===== src/rtl/sigma_delta_pkg.sv =====
// Shared types and constants for the sigma-delta ADC burst-capture controller.
package sigma_delta_pkg;

    typedef enum logic [1:0] {
        IDLE,
        SETTLE,
        CAPTURE,
        DRAIN
    } cap_state_t;

    localparam int unsigned ADC_BITLEN_DEF = 16;

    function automatic int unsigned fifo_ptr_w(input int unsigned depth);
        return (depth < 2) ? 1 : $clog2(depth);
    endfunction

endpackage


===== src/rtl/sigma_delta_sync_fifo.sv =====
// First-word-fall-through synchronous FIFO; head word is visible one cycle after
// a write into an empty FIFO. DEPTH must be a power of two, at least 2.
module sigma_delta_sync_fifo
    import sigma_delta_pkg::*;
#(
    parameter int unsigned WIDTH = ADC_BITLEN_DEF,
    parameter int unsigned DEPTH = 16
) (
    input  logic             clk,
    input  logic             rst,
    input  logic             wr_en,
    input  logic [WIDTH-1:0] wr_data,
    input  logic             rd_en,
    output logic [WIDTH-1:0] rd_data,
    output logic             full,
    output logic             empty
);
    localparam int unsigned AW = fifo_ptr_w(DEPTH);
    localparam logic [AW:0] FULL_COUNT = (AW + 1)'(DEPTH);

    logic [WIDTH-1:0] mem [DEPTH];
    logic [AW-1:0]    wr_ptr;
    logic [AW-1:0]    rd_ptr;
    logic [AW:0]      count;
    logic             do_wr;
    logic             do_rd;

    assign empty = (count == '0);
    assign full  = (count == FULL_COUNT);
    assign do_rd = rd_en && !empty;
    // A write into a full FIFO is accepted only when the head leaves in the same cycle.
    assign do_wr = wr_en && (!full || do_rd);
    assign rd_data = empty ? '0 : mem[rd_ptr];

    always_ff @(posedge clk) begin
        if (do_wr) begin
            mem[wr_ptr] <= wr_data;
        end
    end

    always_ff @(posedge clk) begin
        if (rst) begin
            wr_ptr <= '0;
            rd_ptr <= '0;
            count  <= '0;
        end else begin
            if (do_wr) begin
                wr_ptr <= wr_ptr + 1'b1;
            end
            if (do_rd) begin
                rd_ptr <= rd_ptr + 1'b1;
            end
            case ({do_wr, do_rd})
                2'b10:   count <= count + 1'b1;
                2'b01:   count <= count - 1'b1;
                default: count <= count;
            endcase
        end
    end

endmodule


===== src/rtl/sigma_delta_adc_capture_ctrl.sv =====
// Burst-capture sequencer: settles the ADC, captures a burst into a FWFT FIFO and
// streams it out. Define ADC_CAPTURE_FIRST_EN to add the m_first burst-start marker.
module sigma_delta_adc_capture_ctrl
    import sigma_delta_pkg::*;
#(
    parameter int unsigned ADC_BITLEN     = ADC_BITLEN_DEF,
    parameter int unsigned SETTLE_SAMPLES = 8,
    parameter int unsigned BURST_W        = 16,
    parameter int unsigned FIFO_DEPTH     = 16
) (
    input  logic                  clk,
    input  logic                  rst,
    input  logic                  start,
    input  logic                  stop,
    input  logic [BURST_W-1:0]    burst_len,
    output logic                  adc_rst,
    input  logic [ADC_BITLEN-1:0] adc_output,
    input  logic                  adc_valid,
    output logic [ADC_BITLEN-1:0] m_data,
    output logic                  m_valid,
    input  logic                  m_ready,
    output logic                  busy,
    output logic                  done,
    output logic                  overflow,
`ifdef ADC_CAPTURE_FIRST_EN
    output logic                  m_first,
`endif
    output logic [BURST_W-1:0]    sample_count
);
`ifdef ADC_CAPTURE_FIRST_EN
    localparam int unsigned FW = ADC_BITLEN + 1;
`else
    localparam int unsigned FW = ADC_BITLEN;
`endif
    localparam int unsigned SW = (SETTLE_SAMPLES < 2) ? 1 : $clog2(SETTLE_SAMPLES);
    localparam logic [SW-1:0] SETTLE_LAST = SW'((SETTLE_SAMPLES == 0) ? 0 : SETTLE_SAMPLES - 1);

    cap_state_t        state;
    cap_state_t        state_next;
    logic              done_next;
    logic [BURST_W-1:0] burst_reg;
    logic [SW-1:0]     settle_cnt;
    logic [BURST_W-1:0] count_inc;
    logic              capture;
    logic              last;
    logic              pop;
    logic              wr_en;
    logic              drop;
    logic              launch;
    logic [FW-1:0]     wr_data;
    logic [FW-1:0]     rd_data;
    logic              full;
    logic              empty;

    assign m_valid   = !empty;
    assign pop       = m_valid && m_ready;
    assign capture   = (state == CAPTURE) && adc_valid;
    assign count_inc = (sample_count == '1) ? sample_count : sample_count + 1'b1;
    assign last      = capture && (burst_reg != '0) && (count_inc == burst_reg);
    assign wr_en     = capture && (!full || pop);
    assign drop      = capture && full && !pop;
    assign launch    = (state == IDLE) && (state_next != IDLE);

`ifdef ADC_CAPTURE_FIRST_EN
    logic first_pending;

    assign wr_data = {first_pending, adc_output};
    assign m_data  = rd_data[ADC_BITLEN-1:0];
    assign m_first = rd_data[ADC_BITLEN];

    // Marker rides on the first word actually written, so a dropped first capture passes it on.
    always_ff @(posedge clk) begin
        if (rst) begin
            first_pending <= 1'b0;
        end else if (launch) begin
            first_pending <= 1'b1;
        end else if (wr_en) begin
            first_pending <= 1'b0;
        end
    end
`else
    assign wr_data = adc_output;
    assign m_data  = rd_data;
`endif

    sigma_delta_sync_fifo #(
        .WIDTH (FW),
        .DEPTH (FIFO_DEPTH)
    ) u_fifo (
        .clk     (clk),
        .rst     (rst),
        .wr_en   (wr_en),
        .wr_data (wr_data),
        .rd_en   (m_ready),
        .rd_data (rd_data),
        .full    (full),
        .empty   (empty)
    );

    always_ff @(posedge clk) begin
        if (rst) begin
            state <= IDLE;
        end else begin
            state <= state_next;
        end
    end

    always_comb begin
        state_next = state;
        done_next  = 1'b0;
        unique case (state)
            IDLE: begin
                // done is still high on the first IDLE cycle; a start there is ignored
                if (start && !done) begin
                    state_next = (SETTLE_SAMPLES == 0) ? CAPTURE : SETTLE;
                end
            end
            SETTLE: begin
                if (stop) begin
                    state_next = DRAIN;
                end else if (adc_valid && (settle_cnt == SETTLE_LAST)) begin
                    state_next = CAPTURE;
                end
            end
            CAPTURE: begin
                if (stop || last) begin
                    state_next = DRAIN;
                end
            end
            DRAIN: begin
                if (empty) begin
                    done_next  = 1'b1;
                    state_next = IDLE;
                end
            end
            default: state_next = IDLE;
        endcase
    end

    always_ff @(posedge clk) begin
        if (rst) begin
            adc_rst      <= 1'b1;
            busy         <= 1'b0;
            done         <= 1'b0;
            overflow     <= 1'b0;
            sample_count <= '0;
            burst_reg    <= '0;
            settle_cnt   <= '0;
        end else begin
            adc_rst <= (state_next == IDLE) || (state_next == DRAIN);
            busy    <= (state_next != IDLE);
            done    <= done_next;
            if (launch) begin
                burst_reg    <= burst_len;
                overflow     <= 1'b0;
                sample_count <= '0;
                settle_cnt   <= '0;
            end else begin
                if ((state == SETTLE) && adc_valid) begin
                    settle_cnt <= settle_cnt + 1'b1;
                end
                if (capture) begin
                    sample_count <= count_inc;
                end
                if (drop) begin
                    overflow <= 1'b1;
                end
            end
        end
    end

endmodule


===== config.mk =====
export PLATFORM = sky130hd
export DESIGN_NAME = sigma_delta_adc_capture_ctrl
export DESIGN_NICKNAME = d
export VERILOG_FILES = /design/src/rtl/sigma_delta_pkg.sv /design/src/rtl/sigma_delta_sync_fifo.sv /design/src/rtl/sigma_delta_adc_capture_ctrl.sv
export SDC_FILE = /design/constraint.sdc
export NUM_CORES = 1
export LEC_CHECK = 0
export ABC_AREA = 1
export BUFFER_PORTS_ARGS = -buffer_cell sky130_fd_sc_hd__buf_2
export CAP_MARGIN = 40
export CORE_AREA = 5 5 147 178
export CTS_CLUSTER_DIAMETER = 60
export DETAILED_ROUTE_END_ITERATION = 10
export DIE_AREA = 0 0 152 183
export PLACE_DENSITY = 0.72
export RECOVER_POWER = 25
export SYNTH_ARGS = -nofsm -noshare
export SYNTH_HDL_FRONTEND = slang
export SYNTH_SLANG_ARGS = --single-unit

===== constraint.sdc =====
create_clock -name clk -period 6.7 [get_ports clk]
set_input_delay 0.67 -clock clk [delete_from_list [all_inputs] [get_ports clk]]
set_output_delay 0.67 -clock clk [all_outputs]
set_load 0.02 [all_outputs]

* After elaboration in Yosys (flattened, before gate mapping)
Memory sizes are Yosys's and may differ from the RTL's. A register that Yosys moved wholly into a read port is not among the register bits.
Cells that the tools add are included.
Widths: inputs -> output; s select.
** Word-level totals
- Register bits :: 54
- Memory bits (writable) :: 256
- Bits of input ports :: 38
- Output and inout bits :: 37
- Word-level logic and storage cells :: 70
- Memories kept :: 1
** Cells by class
- $add $sub $neg :: 6
- Eq/ne operators :: 10
- Mux-type cells :: 14
- Bitwise logic cells :: 1
- Reductions and logical operators :: 27
** Memory list
- u_fifo.mem :: depth 16, width 16, read ports 1, clocked after memory_dff 1, wr ports 1, RTL line sigma_delta_sync_fifo.sv:21 : logic [WIDTH-1:0] mem [DEPTH];
** Operator list (number)
- $mux 16 :: 2
- $add 16x1->16 const B :: 1
- $eq 16x16->1 :: 1
- $eq 16x16->1 const B :: 1
- $reduce_bool 16->1 :: 1
- $logic_and 1x1->1 :: 12
- $mux 2 :: 5
- $pmux 5 s2 :: 1
- $add 4x1->4 const B :: 2
- $eq 2x2->1 const B :: 4
- $mux 4 :: 2
- $pmux 2 s4 :: 1
- $add 5x1->5 const B :: 1
- $eq 5x5->1 const B :: 1
- $logic_not 5->1 :: 1
- $sub 5x1->5 const B :: 1
- $eq 2x1->1 const B :: 2
- $logic_not 1->1 :: 4
- $logic_not 2->1 :: 2
- $reduce_bool 2->1 :: 2
- $reduce_or 2->1 :: 2
- $add 3x1->3 const B :: 1
- $eq 3x3->1 const B :: 1
- $logic_or 1x1->1 :: 3
- 2 further kinds :: 4

* Depth between registers and ports, before layout
- Depth in word-level cells :: 10
- Depth in mapped cells :: 26
- Depth with buffers taken out :: 24

* Hierarchy
Synthesis repeated with hierarchy kept, for this count alone.
** Unflattened totals
- Cells, all modules :: 1340
- Area total of the unflattened synthesis :: 13584.3 µm²
** Modules (own cells, without submodules)
- sigma_delta_sync_fifo :: times used 1, cells an instance 953, area an instance 11145.7 µm², sequential area each 8027.7 µm²
- sigma_delta_adc_capture_ctrl :: times used 1, cells an instance 387, area an instance 2438.6 µm², sequential area each 820.8 µm²

* Worst setup path before layout
No wires, ideal clock.
- Kind :: register to register
- Start :: register sample_count[0]
- End :: register sample_count[10]
- Setup time :: 115 ps
- Data arrival time :: 3115 ps
- Data required time :: 6585 ps
- Path slack :: 3470 ps
- Stages on the path, launching flop included :: 26
- Buffers on the path :: 2
- Clock period less this slack :: 3230 ps
- Cells stage by stage :: dfxtp_1 > ha_1 > nand3_2 > inv_2 > nand2_4 > nor2_4 > inv_2 > buf_6 > nand3_2 > nand2_1 > nor2_1 > nand3_1 > nor2_1 > nand2_1 > nand2_1 > nand2_1 > nand2_1 > a21oi_1 > ha_1 > nor2_1 > nor2_1 > inv_1 > clkbuf_1 > a21oi_1 > o21ai_0 > inv_1
** On the way
- Cells in the longest elaborated chain, start to end :: 10
- Elaborated cells between the ends (all ways) :: 11
- Those cells by class :: add/sub (1); eq/ne (2); mux (3); reduce/logical (5)
** RTL lines
- start, declared :: RTL line sigma_delta_adc_capture_ctrl.sv:28 : output logic [BURST_W-1:0] sample_count
- start signal, assigned :: RTL line sigma_delta_adc_capture_ctrl.sv:163 : sample_count <= count_inc;
- $add 16x1->16 or $eq 16x16->1 (tied branches) :: RTL line sigma_delta_adc_capture_ctrl.sv:58 : assign count_inc = (sample_count == '1) ? sample_count : sample_count + 1'b1;
- $mux 16 * :: RTL line sigma_delta_adc_capture_ctrl.sv:58
- $eq 16x16->1 :: RTL line sigma_delta_adc_capture_ctrl.sv:59 : assign last = capture && (burst_reg != '0) && (count_inc == burst_reg);
- $logic_and 1x1->1 :: RTL line sigma_delta_adc_capture_ctrl.sv:59
- $logic_or 1x1->1 :: RTL line sigma_delta_adc_capture_ctrl.sv:126 : if (stop || last) begin
- $mux 2 :: RTL line sigma_delta_adc_capture_ctrl.sv:126
- $pmux 2 s4 :: RTL line sigma_delta_adc_capture_ctrl.sv:111 : unique case (state)
- $reduce_bool 2->1 :: RTL line sigma_delta_adc_capture_ctrl.sv:62 : assign launch = (state == IDLE) && (state_next != IDLE);
- $logic_and 1x1->1 :: RTL line sigma_delta_adc_capture_ctrl.sv:62
- $reduce_or 2->1 (no line)
Mark *: on every way between the ends. The rest lies on a longest branch, timed or not.
A chain may end at the register's enable or synchronous reset.

==> impl_metrics.toml <==
[die]
floorplan.die_area_sq_mm = 0.0278
die_height_um = 183
dieWidth_um = 152
placeable_core_region_sq_mm = 0.0243
top_level_ports = 75
effective_utilization_at_floorplan = 0.540
rows = 63

[layout]
area.growth.synth_to_final_pct = 13.2
final_nets = 1314
layout.cell_area.non_filler_sq_mm = 0.0148
layout-drive-gt1-share = 0.130
largest_register_ff_count = 256
layout.cells.most_common = "sky130_fd_sc_hd__edfxtp_1"
top_library_cells_by_usage_in_the_layout_fill_and_taps_aside = "256 x sky130_fd_sc_hd__edfxtp_1, 203 x sky130_fd_sc_hd__nor2_1, 181 x sky130_fd_sc_hd__o21ai_0"
fillers = 1930

[routing]
detailed_route_wire_length_per_cell_um = 19.8
route.vias.total = 9309
drt_first_pass_iters = 5
ant_nets = 0
post_route_drc_violation_count = 0
first_iter_violations = 794
detail_route.wirelength_mm = 31.9
vias_per_cell = 5.77

[global_route]
antenna_violations_before_repair = 1
grt_pass1_wl_mm = 49.6
gr_usage_total = 0.226
grt_overflow = 0
vias_in_the_first_global_route = 9144
grt_max_degree = 79

[yosys]
yosysWarningCount = 0
synth.largest_area_cell = "sky130_fd_sc_hd__edfxtp_1"
postSynthNetCount = 1243
syn-mean-instance-area_sq_um = 11.0
post_synth_instance_area_sq_mm = 0.0131
synth_seq_cells = 314
yosys_most_used_dff = "sky130_fd_sc_hd__edfxtp_1"
fraction_of_synthesis_flops_using_an_asynchronous_set_or_reset_pin = 0
synthCells = 1191
synth.area.top_cells = "sky130_fd_sc_hd__edfxtp_1 59%, sky130_fd_sc_hd__dfxtp_1 8.8%, sky130_fd_sc_hd__o21ai_0 6.9%, sky130_fd_sc_hd__nor2_1 6.3%, sky130_fd_sc_hd__o221ai_1 3.1%"
post_synth_num_cell_types = 37
sequential_element_share_of_the_synthesized_area = 0.674
synth_top_area_frac = 0.586
synth_edf_count = 256

[pwr]
max-vdd-ir-drop_mv = 0.212
power_density_mw_per_mm2 = 349
p_leak_nw = 5.36

[worst_setup_path]
timing.critical_path.fanout_max = 65
critPathSlowestCell = "sky130_fd_sc_hd__clkinv_1"
timing.critical_path.cells = "buf_4, clkinv_1, buf_4, o21ai_0, o22ai_1, nor2_1, nor2_1, o21ai_0, a21oi_1, buf_2"
timing_worst_setup_path_type = "register to primary output"
timing.critical_path.slowest_cell_delay_ns = 0.81
critical_path_arrival_ns = 3.60
crit_required_ns = 6.03
endpoint_kind = "primary output"
launching_element_type_of_the_critical_path = "register"

[run_status]
run_status = "finished clean"

[timing]
final.period_utilization = 0.638
timing.clock.skew_ns = 0.00631
rsz0062_at_grt = "no"
timing.fmax_mhz = 234
layout_min_cycle_time_ns = 4.27
finalSetupViolations = 0
final_hold_viol_count = 0
slew_violations = 0
setup-tns-final_ns = 0
relSlewSlack = 0.487
worst-slew-pin-transition_ns = 0.769

[clock_network]
tritoncts = "built"
cts_max_path_buffers = 3
clk_transition_reported_paths_ns = 0.06
numCtsBuffers = 30
htreeDepth = 1
post_cts.repair.setup_buffers = 0
holdBufCountCts = 0
clock-root-buffer = "sky130_fd_sc_hd__clkbuf_16"
insertion_delay_ns = 0.54
post_cts_resized = 0
numClockSinks = 314

[flow_run]
max_cap_violations = 0

[place]
placement.cell_area_sq_mm = 0.0139
place.port_buffers = 74
post-dp-hpwl_mm = 18.9
globalplace.congestion = 0.897

[min_path]
holdCritPathClass = "input port to register"
-- synthesized netlist by cell type, types with 13 or more instances --
cell type                  number
sky130_fd_sc_hd__o221ai_1      46
sky130_fd_sc_hd__o22ai_1       19
sky130_fd_sc_hd__nor2_1       219
sky130_fd_sc_hd__inv_1         75
sky130_fd_sc_hd__edfxtp_1     256
sky130_fd_sc_hd__a21oi_1       55
sky130_fd_sc_hd__dfxtp_1       58
sky130_fd_sc_hd__clkbuf_1      59
sky130_fd_sc_hd__ha_1          13
sky130_fd_sc_hd__o21ai_0      181
sky130_fd_sc_hd__nand2_1       99
sky130_fd_sc_hd__nand3_1       43
-- critical path, delay by kind of cell, from the launching register on --
family	cells	cell delay, ns
buffers and inverters	4	2.11
AOI/OAI and AO/OA	4	0.47
DFF	1	0.31
and+or+nand+nor	2	0.16
-- where the power goes --
part	internal [W]	leakage, nW	switching [W]
sequential	0.00216	2.78	0.0000773
combinational	0.000415	2.13	0.000926
clock	0.000919	0.455	0.000677
-- final timing paths --
| path | slack [ns] | end | startpoint | cells after the start |
|---|---|---|---|---|
| worst max-delay path | 2.43 | m_data[3] | register | 10 |
| worst min-delay path | 0.35 | burst_reg[1] | burst_len[1] | 3 |
| worst max register to register | 2.66 | burst_reg[9] | sample_count[0] | 19 |
| worst min register to register | 0.47 | register | u_fifo.rd_ptr[3] | 2 |
-- per-stage QoR --
stage | power (W) | hold WS (ns) | utilization | setup slack, ns | instances
finish | 0.00518 | 0.353 | 0.612 | 2.43 | 1612
global route | 0.00545 | 0.354 | 0.612 | 2.14 | 1612
CTS | 0.00521 | 0.330 | 0.612 | 2.38 | 1611
detailed placement | 0.00363 | 0.461 | 0.573 | 2.64 | 1555
global placement | 0.00359 | 0.453 | 0.572 | 2.83 | 1553
floorplan | 0.00318 | 0.436 | - | 3.47 | 1191
-- cells by family after synthesis --
logic type / Yosys count / synth area share
simple gates: 392 / 0.124
compound gates: 318 / 0.139
flops: 314 / 0.674
buf+inv: 143 / 0.0421
fa+ha+maj: 14 / 0.0139
xor+xnor: 10 / 0.00668
-- area by class of cell --
cell class                      instances  area (sq um)  area share
Sequential cell                       314          8850       0.596
Multi-Input combinational cell        734          3760       0.253
Clock buffer                           37           798      0.0538
Timing Repair Buffer                  101           584      0.0393
Tap cell                              325           407      0.0274
Inverter                               81           305      0.0206
Clock inverter                         19           139     0.00935
Antenna cell                            1          2.50    0.000169
-- metal layers --
layer | vias to the layer above | track usage | part of all wire
li1 | 4409 | - | -
met4 | 0 | 0.0791 | 0.029
met2 | 379 | 0.400 | 0.50
met1 | 4453 | 0.282 | 0.38
met3 | 68 | 0.0397 | 0.085
met5 | - | 0 | 0
No activity file was read; power rests on OpenSTA's default activity.
